File: config.mk
export PLATFORM = sky130hd
export DESIGN_NAME = serial_addsub
export DESIGN_NICKNAME = d
export VERILOG_FILES = /design/src/rtl/serial_addsub.sv
export SDC_FILE = /design/constraint.sdc
export NUM_CORES = 1
export LEC_CHECK = 0
export ABC_CLOCK_PERIOD_IN_PS = 2000
export CORE_ASPECT_RATIO = 0.5
export CORE_MARGIN = 8
export CORE_UTILIZATION = 55
export CTS_CLUSTER_DIAMETER = 30
export DETAILED_ROUTE_END_ITERATION = 6
export PLACE_DENSITY = 0.94
export RECOVER_POWER = 50
export SLEW_MARGIN = 20
export SYNTH_ARGS = -nofsm -noshare
export SYNTH_HDL_FRONTEND = slang
export SYNTH_SLANG_ARGS = --single-unit
File: constraint.sdc
create_clock -name clock -period 2 [get_ports clock]
set_input_delay 0.4 -clock clock [delete_from_list [all_inputs] [get_ports clock]]
set_output_delay 0.4 -clock clock [all_outputs]
set_load 0.005 [all_outputs]
File: src/rtl/serial_addsub.sv
// Bit-serial adder/subtractor: one bit per clock, LSB first, with registered
// result, final carry and two's-complement overflow.
//
// state | meaning
// IDLE  | waiting for start
// SHIFT | processing one operand bit per cycle
// DONE  | result valid, done pulse; start here chains the next operation
module serial_addsub #(
    parameter int WIDTH = 8
) (
    input  logic             clock,
    input  logic             reset,
    input  logic             start,
    input  logic             sub,
    input  logic [WIDTH-1:0] x,
    input  logic [WIDTH-1:0] y,
    output logic [WIDTH-1:0] z,
    output logic             carry_out,
    output logic             overflow,
    output logic             busy,
    output logic             done
);

    localparam int CW = $clog2(WIDTH + 1);
    localparam logic [CW-1:0] LAST_BIT = CW'(WIDTH - 1);

    typedef enum logic [1:0] {
        IDLE  = 2'd0,
        SHIFT = 2'd1,
        DONE  = 2'd2
    } state_t;

    state_t state, state_next;
    logic   load, step;

    logic [WIDTH-1:0] a_reg, b_reg, r_reg;
    logic             c_reg;
    logic [CW-1:0]    bit_cnt;
    logic             bit_sum, bit_carry, last_bit;

    assign bit_sum   = a_reg[0] ^ b_reg[0] ^ c_reg;
    assign bit_carry = (a_reg[0] & b_reg[0]) | (a_reg[0] & c_reg) | (b_reg[0] & c_reg);
    assign last_bit  = (bit_cnt == LAST_BIT);

    always_ff @(posedge clock) begin
        if (reset) begin
            state <= IDLE;
        end else begin
            state <= state_next;
        end
    end

    always_comb begin
        state_next = state;
        load       = 1'b0;
        step       = 1'b0;
        busy       = 1'b0;
        done       = 1'b0;
        case (state)
            IDLE: begin
                if (start) begin
                    load       = 1'b1;
                    state_next = SHIFT;
                end
            end
            SHIFT: begin
                busy = 1'b1;
                step = 1'b1;
                if (last_bit) begin
                    state_next = DONE;
                end
            end
            DONE: begin
                done = 1'b1;
                if (start) begin
                    load       = 1'b1;
                    state_next = SHIFT;
                end else begin
                    state_next = IDLE;
                end
            end
            default: state_next = IDLE;
        endcase
    end

    // Subtraction is x + ~y + 1: the inverted operand plus a carry-in of 1.
    always_ff @(posedge clock) begin
        if (reset) begin
            a_reg     <= '0;
            b_reg     <= '0;
            r_reg     <= '0;
            c_reg     <= 1'b0;
            bit_cnt   <= '0;
            z         <= '0;
            carry_out <= 1'b0;
            overflow  <= 1'b0;
        end else if (load) begin
            a_reg   <= x;
            b_reg   <= sub ? ~y : y;
            c_reg   <= sub;
            bit_cnt <= '0;
        end else if (step) begin
            a_reg   <= a_reg >> 1;
            b_reg   <= b_reg >> 1;
            r_reg   <= {bit_sum, r_reg[WIDTH-1:1]};
            c_reg   <= bit_carry;
            bit_cnt <= bit_cnt + 1'b1;
            if (last_bit) begin
                z         <= {bit_sum, r_reg[WIDTH-1:1]};
                carry_out <= bit_carry;
                overflow  <= c_reg ^ bit_carry;
            end
        end
    end

endmodule

==> results of run 1 <==
cells in the final DEF, fill, tap and decap left out, types with 2 or more instances in the layout:
master	n
o22ai_1	3
clkdlybuf4s50_1	31
o21ai_1	4
nand3_1	19
a22oi_1	8
nand2b_1	2
a31oi_1	4
dfxtp_1	40
clkbuf_8	5
a21oi_2	8
a21oi_1	19
nor3_1	9
xnor2_1	2
clkinvlp_4	2
o21ai_0	9
buf_4	5
nand3b_1	2
nand2_1	22
xor2_1	9
mux2i_1	3
nor3_2	2
how the worst min path moves through the flow:
stage                             to  slack, ns  cells after the start
2_1_floorplan  b_reg[7]$_SDFFE_PP0P_       0.44                      2
3_3_place_gp   b_reg[7]$_SDFFE_PP0P_       0.46                      2
3_5_place_dp   r_reg[3]$_SDFFE_PP0P_       0.46                      2
4_1_cts        r_reg[6]$_SDFFE_PP0P_       0.47                      2
5_1_grt        r_reg[3]$_SDFFE_PP0P_       0.49                      2
6_report       a_reg[1]$_SDFFE_PP0P_       0.47                      2
logic make-up (layout without fill, tap and decap cells):
kind of cell             count (synthesis)  after routing  synth area share (%)
AND/OR/NAND/NOR                         63             63                  19.0
buffers and inverters                   21             47                  8.08
XOR/XNOR                                11             11                  5.37
adder cells (fa/ha/maj)                  2              2                  1.81
AO/OA/AOI/OAI                           56             56                  19.4
flip-flops                              40             40                  44.6
multiplexers                             3              3                  1.67
power breakdown:
| part | leakage [nW] | switching [mW] | internal (mW) |
|---|---|---|---|
| clock | 0.0541 | 0.295 | 0.369 |
| sequential | 0.326 | 0.0253 | 0.831 |
| combinational | 0.367 | 0.122 | 0.0971 |
| total | 0.747 | 0.443 | 1.30 |
area by class of cell:
cell class / instances / area share, %
inverters: 2 / 0.523
well taps: 40 / 2.32
clock buffers: 5 / 3.19
flip-flops and latches: 40 / 37.2
repair buffers: 37 / 16.3
clock inverters: 3 / 1.97
multi-input cells: 135 / 38.5
stage by stage:
stage | worst slack, ns | hold slack (ns) | cells | instance area [µm²]
after floorplan | 0.748 | 0.444 | 196 | 1800
after global placement | 0.335 | 0.455 | 254 | 2070
after detailed placement | 0.275 | 0.465 | 254 | 2070
after CTS | 0.159 | 0.474 | 262 | 2180
after global routing | 0.0724 | 0.495 | 262 | 2150
final | 0.170 | 0.474 | 262 | 2150
critical path, cell delays in order (launching register included):
cell,delay (ns)
dfxtp_1,0.41
nand2b_1,0.14
clkinvlp_4,0.09
clkdlybuf4s50_1,0.49
metal layers:
| layer | track usage (%) | part of all wire (%) | vias up |
|---|---|---|---|
| li1 | - | - | 734 |
| met1 | 18.1 | 43 | 683 |
| met2 | 23.3 | 48 | 49 |
| met3 | 6.71 | 7.0 | 9 |
| met4 | 7.81 | 1.9 | 0 |
| met5 | 0 | 0 | - |
==> results.py, run 1 <==
metrics = {
    "sta": {
        "hold_viol": 0,
        "slew_headroom_pct": 43.0,
        "skew_ns": 0.00987,
        "setup_violations": 0,
        "clock.fmax_mhz": 546,
        "period_needed_ns": 1.83,
        "report.final.slew_viol_count": 0,
        "worstMarginPinSlew_ns": 0.856,
        "rsz0062_at_grt": "false",
        "fin_crit_sh_pct": 91.5,
        "final.setup.tns_ns": 0,
    },
    "min_path": {
        "hold_class": "reg2reg",
        "hold_start": "a_reg[2]$_SDFFE_PP0P_",
    },
    "drt": {
        "drt_wl_total_um": 4130,
        "drc_errors": 0,
        "first_pass_iters": 4,
        "drt-initial-drc-count": 79,
        "num_vias": 1475,
        "ant_nets": 0,
        "viasPerCell": 5.63,
        "wl_per_cell_um": 15.7,
    },
    "place": {
        "routabilityCongestion": 0.729,
        "place.port_buffers": 31,
        "dp_hpwl_um": 2700,
    },
    "run": {
        "maxCapViolations": 0,
    },
    "logic_synthesis": {
        "yosysMostFrequentCell": "dfxtp_1",
        "yosysWarnings": 0,
        "synth_edf_count": 0,
        "ys_ff_latch": 40,
        "synth_cell_type_count": 37,
        "synth.cells.most_frequent": "dfxtp_1 (40), a21oi_1 (19), nand3_1 (19)",
        "syn-num-nets": 218,
        "yosys-top-cells-area": "dfxtp_1 (45%), a21oi_1 (5.3%), nand3_1 (5.3%), xor2_1 (4.4%), a21oi_2 (3.9%)",
        "yosys_most_used_dff": "dfxtp_1",
        "yosys.area.top_type": "dfxtp_1",
        "synth-async-reset-ratio_pct": 0,
        "netlist_instances": 196,
        "ys_seq_area_share_pct": 44.6,
        "synth_top_cell_area_share_pct": 44.6,
        "syn_area_per_cell_um2": 9.16,
        "syn_area_um2": 1800,
    },
    "finish": {
        "drive_gt1_share_pct": 12.2,
        "areaGrowthSynthToFinish_pct": 20.0,
        "layout.area.seq_um2": 801,
        "nets": 243,
        "final_core_util_pct": 70.3,
        "multi_input_area_um2": 830,
        "diodes": 0,
        "nFillCells": 235,
    },
    "cts": {
        "insertion_delay_ns": 0.30,
        "ctsHoldBuffers": 0,
        "path_clk_slew_ns": 0.07,
        "clockRootBuffer": "clkbuf_8",
        "cts_buffer_depth": 2,
        "clkSinkCount": 40,
        "numCtsBuffers": 5,
        "htree_levels": 2,
        "ctsResizeCount": 0,
        "cts_tree": "done",
        "post-cts-setup-buffers": 0,
    },
    "power": {
        "p_total_mw": 1.74,
        "p_per_area_nw_per_um2": 808,
        "p_leak_nw": 0.747,
        "peakVddDrop_v": 0.000575,
    },
    "worst_setup_path": {
        "startpoint_type": "register",
        "critical_path_class": "reg2out",
        "timing.critical_path.from": "state[0]$_SDFFE_PP0P_",
        "cp_data_required_time_ns": 1.60,
        "endpoint": "busy",
        "worstReg2RegEnd": "a_reg[0]$_SDFFE_PP0P_",
        "critPathMaxFanout": 5,
        "reg2reg_slack_ns": 0.39,
        "crit_arrival_ns": 1.43,
        "endpoint_kind": "output pin",
        "rr_startpoint": "state[0]$_SDFFE_PP0P_",
        "worstRegToRegCells": 4,
    },
    "grt": {
        "grt_max_degree": 39,
        "antenna_found_initial": 0,
        "grt_use_total_pct": 15.4,
        "grt_pass1_wl_um": 6870,
        "overflow": 0,
        "first_global_vias": 1438,
    },
    "floorplan": {
        "core_area_um2": 3070,
        "die_x_um": 96.8,
        "die_h_um": 56.4,
        "die_area_um2": 5460,
        "initial_core_util_pct": 58.6,
        "rows": 14,
        "pin_count": 32,
    },
    "run_status": {
        "outcome": "finished clean",
    },
}
No activity file was read; power rests on OpenSTA's default activity.
==> run 2: changes to the inputs <==
--- a/config.mk
+++ b/config.mk
@@ -13,6 +13,7 @@
 export DETAILED_ROUTE_END_ITERATION = 6
 export PLACE_DENSITY = 0.94
 export RECOVER_POWER = 50
+export SETUP_SLACK_MARGIN = 0.05
 export SLEW_MARGIN = 20
 export SYNTH_ARGS = -nofsm -noshare
 export SYNTH_HDL_FRONTEND = slang
==> results of run 2 <==
The final DEF is identical to that of run 1; final timing and power are the same.
==> run 3: changes to the inputs <==
--- a/config.mk
+++ b/config.mk
@@ -6,6 +6,7 @@
 export NUM_CORES = 1
 export LEC_CHECK = 0
 export ABC_CLOCK_PERIOD_IN_PS = 2000
+export CAP_MARGIN = 20
 export CORE_ASPECT_RATIO = 0.5
 export CORE_MARGIN = 8
 export CORE_UTILIZATION = 55
==> results of run 3 <==
The final DEF is identical to that of run 1; final timing and power are the same.
